===== config.mk =====
export PLATFORM = sky130hd
export DESIGN_NAME = bcd_serial_acc
export DESIGN_NICKNAME = d
export VERILOG_FILES = /design/src/rtl/bcd_pkg.sv /design/src/rtl/bcd_digit_step.sv /design/src/rtl/bcd_serial_acc.sv
export SDC_FILE = /design/constraint.sdc
export NUM_CORES = 1
export LEC_CHECK = 0
export CAP_MARGIN = 25
export CORE_MARGIN = 2
export CORE_UTILIZATION = 45
export CTS_CLUSTER_SIZE = 24
export DETAILED_ROUTE_END_ITERATION = 6
export HOLD_SLACK_MARGIN = 0.02
export MAX_ROUTING_LAYER = met4
export PLACE_DENSITY = 0.7
export SYNTH_ARGS = -nofsm -noshare
export SYNTH_HDL_FRONTEND = slang
export SYNTH_SLANG_ARGS = --single-unit

===== constraint.sdc =====
create_clock -name clk -period 6 [get_ports clk]
set_input_delay 1.2 -clock clk [delete_from_list [all_inputs] [get_ports clk]]
set_output_delay 1.2 -clock clk [all_outputs]
set_load 0.01 [all_outputs]

===== src/rtl/bcd_pkg.sv =====
// Shared definitions for the digit-serial BCD adder: FSM encoding and BCD digit constants.
package bcd_pkg;
  localparam int DIGIT_W = 4;
  localparam logic [DIGIT_W-1:0] BCD_MAX  = 4'd9;
  localparam logic [DIGIT_W-1:0] BCD_CORR = 4'd6;

  typedef enum logic [1:0] {
    S_IDLE = 2'd0,
    S_RUN  = 2'd1,
    S_DONE = 2'd2
  } state_t;
endpackage


===== src/rtl/bcd_digit_step.sv =====
// One BCD digit add: a + b + carry with the +6 correction whenever the raw sum exceeds 9.
module bcd_digit_step
  import bcd_pkg::*;
(
  input  logic [DIGIT_W-1:0] a,
  input  logic [DIGIT_W-1:0] b,
  input  logic               c,
  output logic [DIGIT_W-1:0] s,
  output logic               c_next
);
  logic [DIGIT_W:0] t;

  // Non-BCD digits go through the same rule, so results stay deterministic for any input.
  always_comb begin
    t      = {1'b0, a} + {1'b0, b} + {{DIGIT_W{1'b0}}, c};
    s      = t[DIGIT_W-1:0];
    c_next = 1'b0;
    if (t > {1'b0, BCD_MAX}) begin
      s      = t[DIGIT_W-1:0] + BCD_CORR;
      c_next = 1'b1;
    end
  end
endmodule


===== src/rtl/bcd_serial_acc.sv =====
// Digit-serial BCD adder, LSD first, one digit per clock through a single shared digit step.
// Optional invalid-digit flag built only when BCD_INVALID_CHECK_EN is defined.
module bcd_serial_acc
  import bcd_pkg::*;
#(
  parameter int DIGITS = 4
) (
  input  logic                    clk,
  input  logic                    rst,
  input  logic                    start,
  input  logic [DIGIT_W*DIGITS-1:0] a,
  input  logic [DIGIT_W*DIGITS-1:0] b,
  input  logic                    c_in,
  output logic                    busy,
  output logic                    done,
  output logic [DIGIT_W*DIGITS-1:0] sum,
  output logic                    c_out,
  output logic                    err
);
  localparam int CW = $clog2(DIGITS) + 1;

  state_t state, state_nx;
  logic [CW-1:0] cnt;
  logic [DIGITS-1:0][DIGIT_W-1:0] a_q, b_q, sum_q;
  logic carry, c_out_q, done_q;
  logic [DIGIT_W-1:0] a_k, b_k, s_k;
  logic c_k, last;

  assign last  = (cnt == CW'(DIGITS - 1));
  assign busy  = (state == S_RUN);
  assign done  = done_q;
  assign sum   = sum_q;
  assign c_out = c_out_q;

  always_ff @(posedge clk or posedge rst) begin
    if (rst) state <= S_IDLE;
    else     state <= state_nx;
  end

  always_comb begin
    state_nx = state;
    case (state)
      S_IDLE:  if (start) state_nx = S_RUN;
      S_RUN:   if (last)  state_nx = S_DONE;
      S_DONE:  state_nx = S_IDLE;
      default: state_nx = S_IDLE;
    endcase
  end

  // Digit mux: select operand digit cnt for the shared step.
  always_comb begin
    a_k = '0;
    b_k = '0;
    for (int k = 0; k < DIGITS; k++) begin
      if (cnt == CW'(k)) begin
        a_k = a_q[k];
        b_k = b_q[k];
      end
    end
  end

  bcd_digit_step u_step (
    .a      (a_k),
    .b      (b_k),
    .c      (carry),
    .s      (s_k),
    .c_next (c_k)
  );

  always_ff @(posedge clk or posedge rst) begin
    if (rst) begin
      a_q     <= '0;
      b_q     <= '0;
      sum_q   <= '0;
      carry   <= 1'b0;
      cnt     <= '0;
      c_out_q <= 1'b0;
      done_q  <= 1'b0;
    end else begin
      // Registered pulse: done rises one edge after DONE so sum/c_out are already stable.
      done_q <= (state == S_DONE);
      case (state)
        S_IDLE: begin
          if (start) begin
            a_q   <= a;
            b_q   <= b;
            carry <= c_in;
            cnt   <= '0;
            sum_q <= '0;
          end
        end
        S_RUN: begin
          for (int k = 0; k < DIGITS; k++) begin
            if (cnt == CW'(k)) sum_q[k] <= s_k;
          end
          carry <= c_k;
          cnt   <= cnt + 1'b1;
          if (last) c_out_q <= c_k;
        end
        default: ;
      endcase
    end
  end

`ifdef BCD_INVALID_CHECK_EN
  logic err_q;
  assign err = err_q;

  always_ff @(posedge clk or posedge rst) begin
    if (rst) begin
      err_q <= 1'b0;
    end else if (state == S_IDLE && start) begin
      err_q <= 1'b0;
    end else if (state == S_RUN && (a_k > BCD_MAX || b_k > BCD_MAX)) begin
      err_q <= 1'b1;
    end
  end
`else
  assign err = 1'b0;
`endif
endmodule

==> reports/qor.csv, run 1 <==
metric,value,unit
critical path class,register to register,
skew final,12.0,ps
Post-Syn Area,0.00280,sq mm
initial antenna violation count,0,
IO buf count,54,
nature of the critical path startpoint,register,
crit end category,register,
DRT iter0 DRCs,143,
"Slowest-stage cell, CP",nor2_1,
WL final,6270,um
die span in y,82.9,um
CTS-repair resized insts,0,
CP max stage delay,540,ps
vias in the first global route,2302,
Crit path max-delay family,adder cells,
ys flop type,dfrtp_1,
DR pass1 iterations,4,
Yosys reg bits,56,
"antenna viol nets, final",0,
first-pass GRT wire length,10800,um
worst path arrival time,4230,ps
Routed met2 length,3020,um
Met3 Routed Length,278,um
status,"complete, no violations",
drt drc,0,
highest routed layer,met4,
Critical Path Start,cnt[0],
"Seq/Total Area, Yosys",50.0,%
clock latency on the worst-skew pair,310,ps
TritonCTS buffer count,5,
Mean Syn Cell Area,8.42,sq um
Final Max Slew Viols,0,
largest net degree at the start of global routing,57,
leakage power,1.64,nW
critical path required time,6190,ps
hold buffer count at CTS,0,
share of cells above drive strength 1,4.72,%
crit-path cells,ha_1 -> ha_1 -> nor2_1 -> a22oi_1 -> fa_1 -> fa_1 -> xor2_2 -> ha_1 -> nor2_1 -> a221o_1 -> a21oi_2 -> o21ai_0,
CTS tree,done,
WL per Instance,13.7,um
DR vias,2328,
H-tree depth,2,
number of flops mapped to enable cells by yosys,0,
area growth from synthesis to layout,23.9,%
Final Critical Period,4040,ps
RR Startpoint,cnt[0],
clk root buf,clkbuf_8,
"Hold Vio Cnt, Final",0,
critical-path maximum fanout,13,
Cells after Synth,333,
Peak VDD IR,0.241,mV
MaxCap Viol Count,0,
Hold Path Class,register to register,
Hold Path Origin,sum[12],
Worst Path Buf+Inv,0,
GRT Total Usage,19.8,%
Max Root-Sink Buffers,2,
drt via density,5.11,
Die Wd,82.9,um
hpwl dp,4580,um
met1 wire length,2890,um
# rows,28,
syn_nets,380,
Synth Warn #,0,
die area,0.00688,sq mm
Sink Count,56,
grt ovf,0,
# Post-CTS Setup Buffers,0,
Yosys cell types,38,
initial core utilization,47.1,%
pwr/cell area,582,mW/mm^2
Crit path top cell by count,ha_1,
Final Cycle Share,67.3,%
hold slack,484,ps
unrepaired setup endpoints after global routing,no,
"Clk pin slew, worst setup/hold paths",90,ps
setup TNS,0,ps
I/O pin total,56,
core footprint,0.00596,sq mm
gpl congestion,0.845,
Final Setup Violations,0,
f_max,248,MHz
Slew HR,52.9,%
worst slew pin tran,707,ps
Post-synth ARST share,100,%
# diodes,0,
fin nets,428,
==> state kept, by name (all words and copies together) (netlist names) <==
register and count:
done 1, carry 1, a_q 16, state 2, cnt 3, b_q 16, c_out 1, sum 16
==> stage by stage <==
stage               worst slack [ps]  util [%]  total power [mW]  area (sq um)  cells
finish                          1960      58.3              2.02          3470    456
global route                    1690      58.3              2.20          3470    456
CTS                             1990      58.3              2.03          3470    456
detailed placement              2000      57.0              1.83          3390    449
global placement                2210      57.0              1.79          3390    449
floorplan                       2410         -              1.48          2800    333
==> worst min-delay path: stages, from the launching register on <==
cell and delay, ps:
dfrtp_1 350, nand2_1 40, o21ai_0 60
==> Yosys cell counts, drive strengths merged (3+ instances only) <==
master    n  area share, %
nand2   132             18
nor3      3           0.54
a221o     4            1.6
dfrtp    56             50
buf       4           0.71
a21oi    12            2.3
o21ai    25            4.5
nand3     8            1.4
and3      4           0.89
nor2b     3           0.76
a22oi     4            1.1
inv       7           0.94
clkbuf   12            1.6
a22o      6            1.9
ha        9            4.0
nor2     22            2.9
==> final timing paths <==
check | endpoint | slack [ps] | cells after the start
setup / recovery | sum[2] | 1960 | 12
hold / removal | sum[12] | 480 | 2
setup reg to reg | sum[2] | 1960 | 12
hold reg to reg | sum[12] | 480 | 2
max in group asynchronous | b_q[9] | 4130 | 3
min in group asynchronous | sum[8] | 1390 | 3
==> layer usage <==
metal  GRT usage (%)  vias up
met5               -        -
met4            5.51        0
met3            3.78        8
met2            32.3       62
met1            25.4     1064
li1                -     1194
==> cells in the final DEF, fill, tap and decap left out, types with 2 or more instances in the layout <==
| cell | instances |
|---|---|
| clkbuf_8 | 5 |
| nor2_1 | 22 |
| fa_1 | 2 |
| nor3_1 | 3 |
| nand3_1 | 8 |
| a221o_2 | 3 |
| nor2b_1 | 2 |
| ha_1 | 9 |
| inv_1 | 5 |
| nor4b_1 | 2 |
| clkdlybuf4s50_1 | 54 |
| o31ai_1 | 2 |
| dfrtp_1 | 56 |
| inv_2 | 2 |
| nand2b_1 | 2 |
| a21oi_1 | 11 |
| a211oi_1 | 2 |
| a22oi_1 | 4 |
| buf_4 | 3 |
| nand2_1 | 132 |
| nand3b_1 | 2 |
| a22o_1 | 6 |
| and3_1 | 4 |
| o21ai_0 | 25 |
==> cells by family after synthesis <==
kind of cell | count (synthesis) | synth area share (%)
other | 1 | 0.134
buffers and inverters | 23 | 3.26
XOR/XNOR | 1 | 0.581
flip-flops | 56 | 50.0
AO/OA/AOI/OAI | 58 | 13.1
multiplexers | 1 | 0.536
adder cells (fa/ha/maj) | 11 | 5.45
AND/OR/NAND/NOR | 182 | 27.0
==> area by class of cell <==
type	count	area, sq um
timing repair buffer	57	563
clock buffer	6	72.6
sequential	56	1400
fill	578	2480
tap	75	93.8
multi-input combinational	254	1310
clock inverter	1	5.00
inverter	7	26.3
==> report_power, final <==
| part | internal, mW | switching [mW] | total [mW] |
|---|---|---|---|
| Sequential | 0.539 | 0.0975 | 0.636 |
| Combinational | 0.485 | 0.701 | 1.19 |
| Clock | 0.0798 | 0.117 | 0.197 |
No activity file was read; power rests on OpenSTA's default activity.
==> inputs of run 2 (changes only) <==
--- a/config.mk
+++ b/config.mk
@@ -12,7 +12,7 @@
 export DETAILED_ROUTE_END_ITERATION = 6
 export HOLD_SLACK_MARGIN = 0.02
 export MAX_ROUTING_LAYER = met4
-export PLACE_DENSITY = 0.7
+export PLACE_DENSITY = 0.73
 export SYNTH_ARGS = -nofsm -noshare
 export SYNTH_HDL_FRONTEND = slang
 export SYNTH_SLANG_ARGS = --single-unit
==> constraint.sdc (replaced) <==
create_clock -name clk -period 3.6 [get_ports clk]
set_input_delay 0.72 -clock clk [delete_from_list [all_inputs] [get_ports clk]]
set_output_delay 0.72 -clock clk [all_outputs]
set_load 0.01 [all_outputs]
==> run 2 against run 1 <==
  * Routed wire length up 3.9%
  * Sequential power up 67%
  * Largest cell class unchanged
  * Worst setup slack worse by 1800 ps
  * Clock skew down 2.7 ps
  * Highest routed layer unchanged
==> reports/qor.csv, run 2 (synthesized netlist as in run 1, its figures left out) <==
metric,value,unit,change
area growth from synthesis to layout,26.4,%,
critical path class,register to register,,
leakage power,1.68,nW,+2.4%
sequential share of power,30.0,%,-1.5 points
Slew HR,53.8,%,+0.89 points
Final Critical Period,3390,ps,-650 ps
I/O pin total,56,,unchanged
"commonest non-fill, non-tap cell in the layout",nand2_1,,
Final Max Slew Viols,0,,unchanged
setup TNS,0,ps,unchanged
drt drc,0,,unchanged
Die Wd,82.9,um,unchanged
Critical Path Start,cnt[0],,
RR Startpoint,cnt[0],,
die area,0.00688,sq mm,unchanged
worst r2r path cells,12,,unchanged
Hold Path Class,register to register,,
worst slew pin tran,694,ps,-13.4 ps
Critical Path Sink,sum[14],,
sw frac,44.9,%,-0.44 points
hold buffer count at CTS,0,,unchanged
share of cells above drive strength 1,7.46,%,+2.7 points
Comb pwr share,60.5,%,+1.8 points
# fillers,579,,+0.17%
total power,3.54,mW,+75%
hpwl dp,4820,um,+5.3%
clk root buf,clkbuf_8,,
R2R setup slack,210,ps,-1750 ps
Int Pwr,1.95,mW,+76%
Worst Hold Depth,2,,unchanged
skew final,9.35,ps,-2.70 ps
status,"complete, no violations",,
Sink Count,56,,unchanged
core footprint,0.00596,sq mm,unchanged
clock latency on the worst-skew pair,310,ps,about the same
critical path required time,3780,ps,-2410 ps
Final Setup Violations,0,,unchanged
grt ovf,0,,unchanged
# diodes,0,,unchanged
die span in y,82.9,um,unchanged
area of the multi-input gates,0.00132,sq mm,+0.57%
H-tree depth,2,,unchanged
# rows,28,,unchanged
critical-path maximum fanout,5,,-8
gpl congestion,0.810,,-4.1%
Final Cycle Share,94.1,%,+27 points
unrepaired setup endpoints after global routing,no,,
Max Root-Sink Buffers,2,,unchanged
TritonCTS buffer count,5,,unchanged
"Hold Vio Cnt, Final",0,,unchanged
WL per Instance,14.0,um,+2.1%
most frequent cells in the layout,"nand2_1, dfrtp_1, clkdlybuf4s50_1",,
pwr/cell area,998,mW/mm^2,+72%
GRT Total Usage,20.0,%,+0.24 points
worst path arrival time,3570,ps,-660 ps
DR pass1 iterations,4,,unchanged
Hold Path Origin,sum[0],,
initial core utilization,47.1,%,unchanged
hold slack,483,ps,-1.38 ps
Net Sw Power,1.59,mW,+73%
crit end category,register,,
CTS tree,done,,
Peak VDD IR,0.559,mV,+130%
MaxCap Viol Count,0,,unchanged
IO buf count,54,,unchanged
initial antenna violation count,0,,unchanged
first-pass GRT wire length,10900,um,+0.64%
"Clk pin slew, worst setup/hold paths",100,ps,about the same
DR vias,2423,,+4.1%
largest net degree at the start of global routing,57,,unchanged
drt via density,5.22,,+2.3%
"antenna viol nets, final",0,,unchanged
clock power share,9.5,%,-0.3 points
nature of the critical path startpoint,register,,
DRT iter0 DRCs,113,,-21%
vias in the first global route,2369,,+2.9%
fin nets,436,,+1.9%
reg2reg end,sum[14],,
f_max,295,MHz,+19%
Reg area,0.00140,sq mm,unchanged
WL final,6510,um,+3.9%
[run 2: area by class of cell]
class                      instances  area share, %
sequential                        56           39.5
multi-input combinational        254           37.2
timing repair buffer              65           17.6
tap                               75           2.65
clock buffer                       6           2.05
inverter                           7          0.742
clock inverter                     1          0.247
[run 2: worst min path at each step]
stage	endpoint	slack, ps
5_1_grt	a_q[9]	520
3_5_place_dp	b_q[7]	460
6_report	sum[0]	480
3_3_place_gp	b_q[7]	460
2_1_floorplan	a_q[10]	450
4_1_cts	b_q[7]	490
[run 2: through the flow]
stage / cell area (sq um) / setup WS (ps) / utilization, % / cells
after floorplan: 2800 / 13.6 / - / 333
after global placement: 3450 / 247 / 58.0 / 457
after detailed placement: 3450 / 99.8 / 58.0 / 457
after CTS: 3540 / 69.7 / 59.4 / 464
after global routing: 3540 / 16.0 / 59.5 / 464
final: 3540 / 213 / 59.5 / 464
[run 2: power by group through the flow]
stage,sequential [mW],clock (mW),combinational [mW]
floorplan,1.05,0,1.42
global placement,1.06,0,2.02
detailed placement,1.07,0,2.11
CTS,1.06,0.344,2.12
global route,1.09,0.364,2.40
finish,1.06,0.336,2.14
[run 2: what timing repair did]
item	CTS	global route
gates resized for setup	0	5
buffers inserted	0	0
endpoints found under the setup margin	0	10
[run 2: critical path: stages, from the launching register on]
cell and delay (ps):
dfrtp_1 430, ha_1 220, ha_1 190, nor2_1 250, a22oi_1 140, fa_1 470, fa_2 400, xor2_2 200
ha_1 330, nor2_2 50, a221o_1 300, a21oi_2 180, o21ai_0 110
[run 2: per-layer routing]
metal	global-route usage (%)	vias up	share of wire (%)
li1	-	1207	-
met1	25.3	1143	45
met2	33.1	62	49
met3	3.68	11	4.2
met4	5.81	0	1.8
met5	-	-	0
==> inputs of run 3 (changes only) <==
--- a/config.mk
+++ b/config.mk
@@ -6,7 +6,6 @@
 export NUM_CORES = 1
 export LEC_CHECK = 0
 export CAP_MARGIN = 25
-export CORE_MARGIN = 2
 export CORE_UTILIZATION = 45
 export CTS_CLUSTER_SIZE = 24
 export DETAILED_ROUTE_END_ITERATION = 6
==> run 3 against run 2 <==
  * Sequential share of layout area fell by 0.40 points
  * Via count down 0.78%
  * Clock-buffer cell count unchanged
  * Critical path depth is 3 higher
==> reports/qor.csv, run 3 (synthesized netlist as in run 1, its figures left out) <==
metric,value,unit,change
critical path required time,3800,ps,+20 ps
Max Root-Sink Buffers,2,,unchanged
leakage power,1.70,nW,+1.0%
Finished Layout Cells,466,,+0.43%
Worst Hold Depth,2,,unchanged
Final Max Slew Viols,0,,unchanged
nature of the critical path startpoint,register,,
# Post-CTS Setup Buffers,0,,unchanged
hpwl dp,4790,um,-0.70%
reg2reg end,sum[10],,
drt via density,5.16,,-1.2%
unrepaired setup endpoints after global routing,no,,
CTS-repair resized insts,0,,unchanged
Hold Path Class,register to register,,
worst slew pin tran,692,ps,-1.22 ps
"Clk pin slew, worst setup/hold paths",100,ps,about the same
initial core utilization,47.1,%,unchanged
pwr/cell area,1000,mW/mm^2,+0.53%
Sink Count,56,,unchanged
critical path class,register to register,,
worst r2r path cells,15,,+3
DRT iter0 DRCs,166,,+47%
DR pass1 iterations,4,,unchanged
vias in the first global route,2243,,-5.3%
Slew HR,53.8,%,+0.082 points
RR Startpoint,cnt[1],,
"commonest non-fill, non-tap cell in the layout",nand2_1,,
clk root buf,clkbuf_8,,
Int Pwr,2.02,mW,+3.9%
die area,0.00655,sq mm,-4.8%
most frequent cells in the layout,"nand2_1, dfrtp_1, clkdlybuf4s50_1",,
hold path endpoint,sum[3],,
Hold Path Origin,sum[3],,
drt drc,0,,unchanged
Cells after DPL,458,,+0.22%
crit end category,register,,
Place WS,113,ps,+13.0 ps
MaxCap Viol Count,0,,unchanged
status,"complete, no violations",,
largest net degree at the start of global routing,36,,-37%
hold buffer count at CTS,0,,unchanged
I/O pin total,56,,unchanged
WL final,6310,um,-3.1%
TritonCTS buffer count,5,,unchanged
worst path arrival time,3520,ps,-50 ps
core footprint,0.00596,sq mm,unchanged
final worst slack,277,ps,+63.9 ps
die span in y,80.9,um,-2.4%
Net Sw Power,1.57,mW,-1.3%
# diodes,0,,unchanged
"Design Area, Final",0.00358,sq mm,+1.0%
clock power share,11.4,%,+1.9 points
Final Cycle Share,92.3,%,-1.8 points
"Hold Vio Cnt, Final",0,,unchanged
share of cells above drive strength 1,8.18,%,+0.73 points
Worst Path Buf+Inv,1,,+1
crit-path cells,inv_1 -> ha_2 -> nand2_1 -> nor2_1 -> a21oi_1 -> o21ai_0 -> a22oi_1 -> fa_2 -> fa_2 -> xor2_2 -> ha_1 -> nor2_1 -> a221o_1 -> a21oi_2 -> o21ai_0,,
sw frac,43.6,%,-1.3 points
setup TNS,0,ps,unchanged
CP max stage delay,410,ps,-60 ps
CTS tree,done,,
DR vias,2404,,-0.78%
critical-path maximum fanout,6,,+1
Comb pwr share,58.9,%,-1.6 points
H-tree depth,2,,unchanged
# rows,28,,unchanged
"antenna viol nets, final",0,,unchanged
area growth from synthesis to layout,27.7,%,
area post-placement,0.00346,sq mm,+0.22%
fin nets,437,,+0.23%
grt ovf,0,,unchanged
Die Wd,80.9,um,-2.4%
GRT Total Usage,21.8,%,+1.8 points
IO buf count,54,,unchanged
initial antenna violation count,0,,unchanged
first-pass GRT wire length,10500,um,-3.7%
f_max,301,MHz,+1.9%
sequential share of power,29.8,%,-0.2 points
Finished Core Util,60.1,%,+0.61 points
hold slack,482,ps,-0.862 ps
Peak VDD IR,0.588,mV,+5.1%
Final Setup Violations,0,,unchanged
"Slowest-stage cell, CP",dfrtp_1,,
clock latency on the worst-skew pair,310,ps,about the same
R2R setup slack,280,ps,+60 ps
gpl congestion,0.882,,+8.9%
total power,3.59,mW,+1.6%
WL per Instance,13.5,um,-3.5%
Final Critical Period,3320,ps,-63.9 ps
Crit path max-delay family,adder cells,,
skew final,5.92,ps,-3.43 ps
[run 3: worst register-to-register path: stages (launching register included)]
cell	delay, ps
dfrtp_1	410
inv_1	120
ha_2	250
nand2_1	60
nor2_1	100
a21oi_1	50
o21ai_0	140
a22oi_1	110
fa_2	410
fa_2	390
xor2_2	190
ha_1	310
nor2_1	60
a221o_1	300
a21oi_2	190
o21ai_0	120
[run 3: worst max path at each step]
stage	start	end	cells after the start
after floorplan	cnt[1]	sum[10]	15
after global placement	cnt[0]	sum[2]	15
after detailed placement	cnt[1]	sum[6]	15
after CTS	cnt[1]	sum[6]	15
after global routing	cnt[1]	sum[14]	16
final	cnt[1]	sum[10]	15
[run 3: area by class of cell]
cell class,count,area [sq um]
multi-input cells,254,1320
well taps,75,93.8
inverters,7,26.3
flip-flops and latches,56,1400
clock buffers,6,72.6
clock inverters,2,35.0
fillers,566,2380
repair buffers,66,631
[run 3: per-layer routing]
layer | wire length, um | vias up | GRT usage (%)
met5 | 0 | - | -
met4 | 189 | 0 | 9.46
met3 | 251 | 14 | 4.04
met2 | 2940 | 64 | 33.4
met1 | 2930 | 1115 | 28.2
li1 | - | 1211 | -
[run 3: power groups by stage]
stage               clock (mW)  sequential (mW)  combinational (mW)
finish                   0.408             1.07                2.11
CTS                      0.418             1.07                2.10
global route             0.440             1.10                2.36
floorplan                    0             1.05                1.42
global placement             0             1.07                2.02
detailed placement           0             1.08                2.09
